### src/rtl/dmem_pkg.sv
// Shared constants for the byte-serial data memory arbiter.
// State encoding, word geometry and requester port indices.
package dmem_pkg;

    localparam int BYTES_PER_WORD = 4;
    localparam int CPU = 0;
    localparam int DBG = 1;

    typedef enum logic [1:0] {
        ST_IDLE = 2'd0,
        ST_BEAT = 2'd1,
        ST_DONE = 2'd2
    } state_e;

endpackage

### src/rtl/dmem_arbiter_rr_arb2.sv
// rr_arb2: two-way round-robin arbiter with a last-grant pointer.
// The pointer moves only when en is high and a grant is issued.
module rr_arb2
    import dmem_pkg::*;
(
    input  logic       clk,
    input  logic       rst_n,
    input  logic [1:0] req,
    input  logic       en,
    output logic [1:0] gnt
);

    logic last_q;
    logic last_d;

    always_comb begin
        gnt = 2'b00;
        if (req[CPU] && req[DBG]) begin
            if (last_q == 1'b1) gnt[CPU] = 1'b1;
            else                gnt[DBG] = 1'b1;
        end else begin
            gnt = req;
        end
    end

    always_comb begin
        last_d = last_q;
        if (en && gnt[DBG])      last_d = 1'b1;
        else if (en && gnt[CPU]) last_d = 1'b0;
    end

    // Reset value says DBG went last, so CPU wins the first tie.
    always_ff @(posedge clk or negedge rst_n) begin
        if (!rst_n) last_q <= 1'b1;
        else        last_q <= last_d;
    end

endmodule

### src/rtl/dmem_arbiter.sv
// dmem_arbiter: CPU/debug word access to a byte memory, 4 big-endian beats.
// Optional DMEM_ARB_ALIGN_CHECK_EN adds err and rejects misaligned words.
module dmem_arbiter
    import dmem_pkg::*;
#(
    parameter int ADDR_W = 5,
    parameter int DATA_W = 32
) (
    input  logic              clk,
    input  logic              rst_n,
    input  logic              cpu_req,
    input  logic              cpu_we,
    input  logic [ADDR_W-1:0] cpu_addr,
    input  logic [DATA_W-1:0] cpu_wdata,
    input  logic              dbg_req,
    input  logic              dbg_we,
    input  logic [ADDR_W-1:0] dbg_addr,
    input  logic [DATA_W-1:0] dbg_wdata,
    output logic              cpu_gnt,
    output logic              dbg_gnt,
    output logic              cpu_done,
    output logic              dbg_done,
`ifdef DMEM_ARB_ALIGN_CHECK_EN
    output logic              err,
`endif
    output logic [DATA_W-1:0] rdata,
    output logic              mem_en,
    output logic              mem_we,
    output logic [ADDR_W-1:0] mem_addr,
    output logic [7:0]        mem_wdata,
    input  logic [7:0]        mem_rdata
);

    localparam logic [1:0] LAST_BEAT = 2'(BYTES_PER_WORD - 1);

    state_e            state_q, state_d;
    logic [1:0]        beat_q, beat_d;
    logic              owner_q, owner_d;
    logic              we_q, we_d;
    logic [ADDR_W-1:0] addr_q, addr_d;
    logic [DATA_W-1:0] wdata_q, wdata_d;
    logic [DATA_W-1:0] rbuf_q, rbuf_d;
    logic [DATA_W-1:0] rdata_q, rdata_d;
`ifdef DMEM_ARB_ALIGN_CHECK_EN
    logic              mis_q, mis_d;
`endif

    logic       idle;
    logic [1:0] a_req;
    logic [1:0] a_gnt;
    logic [1:0] lane;
    logic [ADDR_W-1:0] sel_addr;

    assign idle  = (state_q == ST_IDLE);
    assign a_req = {dbg_req, cpu_req} & {2{idle}};
    assign lane  = LAST_BEAT - beat_q;

    rr_arb2 u_arb (
        .clk   (clk),
        .rst_n (rst_n),
        .req   (a_req),
        .en    (idle),
        .gnt   (a_gnt)
    );

    // Grants are combinational, so mask them while reset is held.
    assign cpu_gnt  = rst_n & a_gnt[CPU];
    assign dbg_gnt  = rst_n & a_gnt[DBG];
    assign rdata    = rdata_q;
    assign sel_addr = a_gnt[DBG] ? dbg_addr : cpu_addr;

    always_comb begin
        state_d   = state_q;
        beat_d    = beat_q;
        owner_d   = owner_q;
        we_d      = we_q;
        addr_d    = addr_q;
        wdata_d   = wdata_q;
        rbuf_d    = rbuf_q;
        rdata_d   = rdata_q;
        mem_en    = 1'b0;
        mem_we    = 1'b0;
        mem_addr  = '0;
        mem_wdata = '0;
        cpu_done  = 1'b0;
        dbg_done  = 1'b0;
`ifdef DMEM_ARB_ALIGN_CHECK_EN
        mis_d     = mis_q;
        err       = 1'b0;
`endif
        unique case (state_q)
            ST_IDLE: begin
                if (|a_gnt) begin
                    owner_d = a_gnt[DBG];
                    we_d    = a_gnt[DBG] ? dbg_we : cpu_we;
                    addr_d  = sel_addr;
                    wdata_d = a_gnt[DBG] ? dbg_wdata : cpu_wdata;
                    beat_d  = 2'd0;
                    state_d = ST_BEAT;
`ifdef DMEM_ARB_ALIGN_CHECK_EN
                    mis_d   = |sel_addr[1:0];
                    if (|sel_addr[1:0]) state_d = ST_DONE;
`endif
                end
            end
            ST_BEAT: begin
                mem_en    = 1'b1;
                mem_we    = we_q;
                mem_addr  = addr_q + ADDR_W'(beat_q);
                mem_wdata = wdata_q[{lane, 3'b000} +: 8];
                beat_d    = beat_q + 2'd1;
                if (!we_q) rbuf_d[{lane, 3'b000} +: 8] = mem_rdata;
                // rdata changes only when the whole word has arrived.
                if (beat_q == LAST_BEAT) begin
                    state_d = ST_DONE;
                    beat_d  = 2'd0;
                    if (!we_q) rdata_d = rbuf_d;
                end
            end
            ST_DONE: begin
                cpu_done = (owner_q == 1'(CPU));
                dbg_done = (owner_q == 1'(DBG));
`ifdef DMEM_ARB_ALIGN_CHECK_EN
                err      = mis_q;
`endif
                state_d  = ST_IDLE;
            end
            default: state_d = ST_IDLE;
        endcase
    end

    always_ff @(posedge clk or negedge rst_n) begin
        if (!rst_n) begin
            state_q <= ST_IDLE;
            beat_q  <= '0;
            owner_q <= 1'b0;
            we_q    <= 1'b0;
            addr_q  <= '0;
            wdata_q <= '0;
            rbuf_q  <= '0;
            rdata_q <= '0;
`ifdef DMEM_ARB_ALIGN_CHECK_EN
            mis_q   <= 1'b0;
`endif
        end else begin
            state_q <= state_d;
            beat_q  <= beat_d;
            owner_q <= owner_d;
            we_q    <= we_d;
            addr_q  <= addr_d;
            wdata_q <= wdata_d;
            rbuf_q  <= rbuf_d;
            rdata_q <= rdata_d;
`ifdef DMEM_ARB_ALIGN_CHECK_EN
            mis_q   <= mis_d;
`endif
        end
    end

endmodule

### config.mk
export PLATFORM = sky130hd
export DESIGN_NAME = dmem_arbiter
export DESIGN_NICKNAME = d
export VERILOG_FILES = /design/src/rtl/dmem_pkg.sv /design/src/rtl/dmem_arbiter_rr_arb2.sv /design/src/rtl/dmem_arbiter.sv
export SDC_FILE = /design/constraint.sdc
export NUM_CORES = 1
export LEC_CHECK = 0
export CAP_MARGIN = 20
export CORE_MARGIN = 3
export CORE_UTILIZATION = 49
export CTS_CLUSTER_SIZE = 12
export DETAILED_ROUTE_END_ITERATION = 8
export PLACE_DENSITY_LB_ADDON = 0.08
export SETUP_SLACK_MARGIN = 0.1
export SYNTH_ARGS = -nofsm -noshare
export SYNTH_HDL_FRONTEND = slang
export SYNTH_SLANG_ARGS = --single-unit
export TNS_END_PERCENT = 5
### constraint.sdc
create_clock -name clk -period 2.5 [get_ports clk]
set_input_delay 0.25 -clock clk [delete_from_list [all_inputs] [get_ports clk]]
set_output_delay 0.25 -clock clk [all_outputs]
set_load 0.05 [all_outputs]
* Yosys cells after proc, flatten, opt, wreduce, memory -nomap -nowiden
Index checks and enable logic that the tools add are counted.
Storage, ports and cells: bits in registers 108, bits of input ports 88, output and inout bits 51, word-level logic and storage cells 59
Cells by class: add/subtract/negate cells 4, eq/ne operators 5, shift operators 3, multiplexer cells 22, bitwise logic cells 5, reduce and logical (&&, ||, !) cells 11
Operators by type and width (number):
- 2-to-1 mux 32 bit | 2
- bitwise mux 32 bit | 1
- variable shift 8 x 7 -> 32 bit, first input constant | 1
- variable part select 32 x 6 -> 8 bit | 1
- variable part select 8 x 7 -> 32 bit | 1
- 2-to-1 mux 2 bit | 5
- 2-to-1 mux 5 bit | 2
- 2-to-1 mux 1 bit | 9
- 2-to-1 mux 8 bit | 1
- case mux 2 bit (2 select lines) | 2
- negator 5 -> 7 bit | 1
- AND reduction 2 bit | 3
- adder 5 x 2 -> 5 bit | 1
- == test 2 bit, second input constant | 2
- nonzero test 2 bit | 2
- logical AND 1 bit | 3
- AND reduction 3 bit | 1
- adder 2 x 1 -> 2 bit, second input constant | 1
- AND 1 bit | 2
- AND 2 bit | 1
- == test 2 x 1 -> 1 bit, second input constant | 1
- zero test 2 bit | 1
- inequality test 2 x 1 -> 1 bit, second input constant | 1
- inequality test 2 bit, second input constant | 1
- other kinds (3) | 4

* Depth between registers and ports, before layout
Gate-level depths: netlist (run 1).
depth after elaboration 7, depth in mapped cells 8, depth with buffers taken out 5

* Cells and area by module
A second synthesis (run 1) with hierarchy kept.
Second synthesis, totals: cells, all modules 444, area total of the unflattened synthesis 5268.8 µm²
By module, submodules not included:
- dmem_arbiter | instances 1, cells each 438, area each 5212.5 µm², seq. area each 2677.6 µm²
- rr_arb2 | instances 1, cells each 6, area each 56.3 µm², seq. area each 26.3 µm²

* Least setup slack after synthesis (run 1)
No wires, ideal clock.
path kind register -> output, start point reg beat_q[1], end point out mem_addr[4], arrival 2496 ps, data required time 2250 ps, slack -246 ps, cell stages (with the launch flop) 6, path buffers 1, path through dfrtp_1 clkbuf_1 inv_1 fa_1 or3_1 a21oi_1
Between the ends: cells in the longest elaborated chain, start to end 2
Ends and longest elaborated chain:
- from (decl) | line dmem_arbiter.sv:37 | logic [1:0] beat_q, beat_d;
- from (signal assigned) | line dmem_arbiter.sv:147 | beat_q <= beat_d;
- adder 5 x 2 -> 5 bit | line dmem_arbiter.sv:109 | mem_addr = addr_q + ADDR_W'(beat_q);
- 2-to-1 mux 5 bit | line dmem_arbiter.sv:91 | unique case (state_q)
- to (decl) | line dmem_arbiter.sv:29 | output logic [ADDR_W-1:0] mem_addr,
No other way between the ends.

* Worst setup path after layout (run 1)
start point reg state_q[1], end point out cpu_done
Between the ends: cells in the longest elaborated chain, start to end 2
Ends and longest elaborated chain:
- from (decl) | line dmem_arbiter.sv:36 | state_e state_q, state_d;
- from (signal assigned) | line dmem_arbiter.sv:146 | state_q <= state_d;
- == test 2 bit | line dmem_arbiter.sv:91
- 2-to-1 mux 1 bit | line dmem_arbiter.sv:91
- to (decl) | line dmem_arbiter.sv:21 | output logic cpu_done,
No other way between the ends.

==> metrics.cfg, run 1 <==
[power_and_ir_drop]
worst_ir_drop_vdd_v = 0.000894
powerDensity_mw_per_mm2 = 1400
power.total_uw = 10100
p_leak_uw = 0.00311

[global_route]
grt_pass1_vias = 4675
grt.total_usage_pct = 24.1
grt-ovfl-total = 0
grt_pass1_wl_um = 24100
grt_max_degree = 84
antenna_found_initial = 0

[synth]
synth.area.top_cells = dfrtp_1 50%, a221o_1 7.0%, and4_1 6.2%
ys_types = 37
syn_area_per_cell_um2 = 11.0
synth_compound_area_share_pct = 15.7
synth_common_cells = 107 x dfrtp_1, 52 x nand2_1, 41 x clkbuf_1
synth_top_family_by_area = simple AND/OR/NAND/NOR gates
synthXorXnorAreaFrac_pct = 0.162
syn-num-nets = 588
synth_cells = 492
async_flop_share_pct = 100
yosysWarningCount = 0
synth.largest_area_cell = dfrtp_1
synth_fa_ha_area_share_pct = 1.99
synthMuxAreaShare_pct = 3.34
ys_seq_elements = 108
synth-edff-count = 0
synth_flop_cell = dfrtp_1
netlist_area_mm2 = 0.00540
yosys.cell_count.top_type = dfrtp_1
netlist.area_leader.share_pct = 49.6
synth-seq-area-share_pct = 50.1
synthSimpleGateAreaFrac_pct = 24.3

[route]
routedWlPerCell_um = 19.5
drtPass1Iterations = 5
route.detailed.drc = 0
num_vias = 4548
drt-total-wl_um = 14600
drt_iter0_drc = 254
ant_nets = 0
viasPerCell = 6.08

[placed_design]
dp_hpwl_um = 10200
port_buffers = 138
place_area_mm2 = 0.00697
placed_cells = 730
place_congestion = 0.834

[layout]
drive_gt1_share_pct = 12.1
final_core_util_pct = 68.7
fillers = 809
seq_area_mm2 = 0.00271
final_area_mm2 = 0.00722
multi_input_area_mm2 = 0.00250
antenna_cells = 0
synthToLayoutAreaGrowth_pct = 33.7
finalNetCount = 703
final_cells = 748

[timing]
max_freq_mhz = 412
fin_worst_skew_ns = 0.0162
slew_headroom_pct = 46.3
tns_ns = 0
setup_viol = 0
worst_pin_slew_ns = 0.805
finalMaxSlewViolations = 0
finalCritPeriodShare_pct = 97.0
hold_violations = 0
rsz0062_at_grt = true
period_minus_slack_ns = 2.42

[floorplan]
core_area_mm2 = 0.0105
die_h_um = 111
die-area_mm2 = 0.0123
fp-row-count = 37
chipWidth_um = 111
initial_utilization_pct = 51.4
io_pins = 139

[clocking]
cts_sinks = 108
path_clk_slew_ns = 0.10
cts_tree = built
htree_levels = 3
numCtsBuffers = 9
clk_latency_ns = 0.38
cts_buffer_depth = 2
root_buffer = clkbuf_8

[worst_setup_path]
cp.arrival_ns = 2.17
path_cells = nor3b_1 > clkdlybuf4s50_1
crit_path_end_kind = primary output
cp.required_ns = 2.25
max_stage_delay_ns = 0.86
crit_path_max_fanout = 10
critPathBufInv = 1
cp-start-kind = flop
worst_path_max_delay_cell = clkdlybuf4s50_1
worstSetupPathType = reg -> out
critPathTopFamily = buffers and inverters

[flow_run]
max-cap-violations = 0

[outcome]
status = complete, no violations

[min_path]
worst_hold_path_type = in -> async

## cells in the final DEF, fill, tap and decap left out, types with 10 or more instances in the layout
cell	count
buf_12	10
nand2_1	52
dfrtp_1	106
buf_4	24
clkdlybuf4s50_1	120
and4_1	38
nor3b_1	39
and2_1	12
a21oi_1	15
a22o_1	30
a221o_1	38
nand3_1	24
nor2_1	13
## report_power, final
part	internal, uW	switching (uW)
clock	490	640
sequential	2560	568
combinational	2350	3500
total	5400	4710
## worst paths after layout
| kind | from | endpoint | slack, ns | depth (start not counted) |
|---|---|---|---|---|
| max | state_q[1] | cpu_done | 0.08 | 2 |
| min | rst_n | wdata_q[27] | 0.33 | 2 |
| max reg2reg | beat_q[0] | rbuf_q[9] | 0.27 | 6 |
| min reg2reg | rdata[16] | rdata[16] | 0.48 | 2 |
| max in group asynchronous | rst_n | rbuf_q[8] | 1.41 | 3 |
| min in group clk | rdata[16] | rdata[16] | 0.48 | 2 |
## final cells by class
| type | instances | area share, % |
|---|---|---|
| Clock buffer | 9 | 1.72 |
| Clock inverter | 7 | 1.21 |
| Inverter | 9 | 0.468 |
| Multi-Input combinational cell | 324 | 34.7 |
| Sequential cell | 108 | 37.5 |
| Tap cell | 136 | 2.36 |
| Timing Repair Buffer | 155 | 22.1 |
## metal layers
layer	global-route usage (%)	part of all wire, %	up-vias
li1	-	-	2098
met1	32.0	42	2258
met2	40.0	50	163
met3	4.20	5.7	29
met4	8.62	2.9	0
met5	0	0	-
## timing repair
item / 4_1_cts / 5_1_grt
setup buffers: 1 / 0
endpoints found under the hold margin: 24 / 0
setup endpoints to repair: 1 / 4
gates resized for setup: 3 / 1
hold buffers: 1 / 0
## flip-flops by register name, indices dropped and copies added (netlist names), 2 cells and up
register	count
beat_q	2
rdata	32
rbuf_q	32
addr_q	5
state_q	2
wdata_q	32
## cells by family (layout without fill, tap and decap cells)
family,count (synthesis),count (layout)
buf+inv,60,180
simple gates,206,206
mux,8,8
fa+ha+maj,8,8
xor+xnor,1,1
compound gates,101,101
flops,108,108
## metrics by stage
step | setup WS, ns | hold slack, ns
after CTS | 0.116 | 0.336
after floorplan | 0.122 | -0.0456
after global placement | 0.396 | 0.201
after global routing | 0.00490 | 0.352
final | 0.0750 | 0.333
after detailed placement | 0.293 | 0.196
(Power assumes the default switching activity.)
==> run 2: changes to the inputs <==
- CORE_UTILIZATION: 49 -> 45
- SETUP_SLACK_MARGIN: 0.1 -> 0.5
- clock period: 2.5 -> 2.1 ns (I/O delays scaled with it)
==> run 2 against run 1 <==
Against the previous run:
- highest routed layer unchanged
- clock skew fell by 0.0039 ns
- combinational power rose by 38%
- sequential share of layout area fell by 3.0 points
- first-iteration DRC count rose by 18%
- the flow now finishes with violations (hold timing, setup timing)
- non-clock buffer count rose by 15
- largest cell class is now multi-input gates
- final cell count rose by 2.9%
- cell area rose by 8.9%
- clock-buffer cell count rose by 2
==> metrics.cfg, run 2 (synthesis gave the netlist of run 1 again) <==
[worst_setup_path]
worst-r2r-cell-count = 5
reg2reg_slack_ns = 0.09
crit_path_max_fanout = 3
crit_path_end_kind = primary output
cp.arrival_ns = 1.92
r2r-end = rbuf_q[18]
cp.required_ns = 1.89
worstSetupPathType = reg -> out
regToRegStartpoint = beat_q[0]
cp-start-kind = flop

[placed_design]
place_congestion = 0.818
dp_hpwl_um = 10900
port_buffers = 138
placed_cells = 746
place_area_mm2 = 0.00720
dp_slack_ns = 0.186

[outcome]
status = complete, but fails checks
violations = hold timing, setup timing

[clocking]
cts_tree = built
path_clk_slew_ns = 0.07
cts_sinks = 108
htree_levels = 3
root_buffer = clkbuf_16
numCtsBuffers = 9
clk_latency_ns = 0.36
cts_buffer_depth = 2

[timing]
finalMaxSlewViolations = 0
rsz0062_at_grt = true
max_freq_mhz = 469
fin_ws_ns = -0.0339
holdWs_ns = -0.0411
period_minus_slack_ns = 2.13
worst_pin_slew_ns = 0.982
finalCritPeriodShare_pct = 102
slew_headroom_pct = 34.3
setup_viol = 1
hold_violations = 20
fin_worst_skew_ns = 0.0122

[global_route]
grt_pass1_wl_um = 24600
met2_usage_pct = 40.7
antenna_found_initial = 0
grt_max_degree = 88
grt_util_met1_pct = 29.4
use_met3_pct = 4.02
grt.total_usage_pct = 23.7
grt-busiest-layer = met2
grt_pass1_vias = 4806
grt-ovfl-total = 0

[layout]
final_core_util_pct = 67.9
drive_gt1_share_pct = 22.3
final_cells = 770
final_area_mm2 = 0.00786
final_cell_mix = 103 x dfrtp_1, 84 x clkdlybuf4s50_1, 51 x nand2_1
synthToLayoutAreaGrowth_pct = 45.6
antenna_cells = 0
mostFrequentLayoutCell = dfrtp_1
finalNetCount = 718

[route]
routedWlPerCell_um = 19.9
drt_iter0_drc = 300
drt-total-wl_um = 15300
num_vias = 4564
viasPerCell = 5.93
route.detailed.drc = 0
drtPass1Iterations = 4
ant_nets = 0

[floorplan]
core_area_mm2 = 0.0116
fp-row-count = 39
initial_utilization_pct = 46.7
die_h_um = 116
io_pins = 139
die-area_mm2 = 0.0133
chipWidth_um = 116

[power_and_ir_drop]
powerDensity_mw_per_mm2 = 1730
p_leak_uw = 0.00346
power.total_uw = 13600
worst_ir_drop_vdd_v = 0.000873

[min_path]
worst_hold_path_type = in -> async

[flow_run]
max-cap-violations = 0

## run 2: cell types whose count changed in the layout (fill, tap and decap cells not counted), sizes merged, moves of 3 or more
cell           delta
buf              +15
clkbuf            +3
clkdlybuf4s50    -36
dlygate4sd2      +32
inv               -5
## run 2: per-layer routing
metal | wire length, um | part of all wire [%]
met2 | 7720 | 50
met1 | 6310 | 41
met5 | 0 | 0
met4 | 457 | 3.0
met3 | 835 | 5.5
## run 2: stage by stage
step                      hold WS [ns]  TNS (ns)
after CTS                       0.0113   -0.0440
final                          -0.0411   -0.0339
after global routing            0.0128    -0.157
after detailed placement         0.144         0
after global placement           0.142         0
after floorplan                -0.0856         0
## run 2: area by class of cell
class / count / area, um2
Timing Repair Buffer: 170 / 1880
Clock inverter: 5 / 57.6
Clock buffer: 11 / 253
Multi-Input combinational cell: 324 / 2750
Sequential cell: 108 / 2710
Inverter: 9 / 37.5
Tap cell: 143 / 179
Fill cell: 885 / 3710
## run 2: worst max-delay path by stage
| stage | from | end | slack (ns) | depth (start not counted) |
|---|---|---|---|---|
| floorplan | beat_q[0] | mem_addr[4] | 0.20 | 5 |
| global placement | beat_q[0] | mem_addr[4] | 0.22 | 6 |
| detailed placement | beat_q[0] | rbuf_q[23] | 0.19 | 4 |
| CTS | addr_q[0] | mem_addr[4] | -0.04 | 6 |
| global route | addr_q[0] | mem_addr[4] | -0.1 | 6 |
| finish | beat_q[0] | mem_addr[4] | -0.03 | 6 |
## run 2: power by group
group	internal (uW)	switching, uW
clock	992	757
sequential	3060	712
combinational	3580	4500
## run 2: repair_timing
item,CTS,global route
hold endpoints to repair,20,0
buffers inserted,4,1
pin swaps,47,51
setup endpoints to repair,154,119
hold buffers,2,0
gates cloned,0,1
gates resized for setup,88,19
## run 2: critical path: stages, from the launching register on
cell,delay [ns]
dfrtp_2,0.40
ha_4,0.14
inv_2,0.03
fa_2,0.36
or3_4,0.35
a21oi_4,0.15
buf_12,0.15
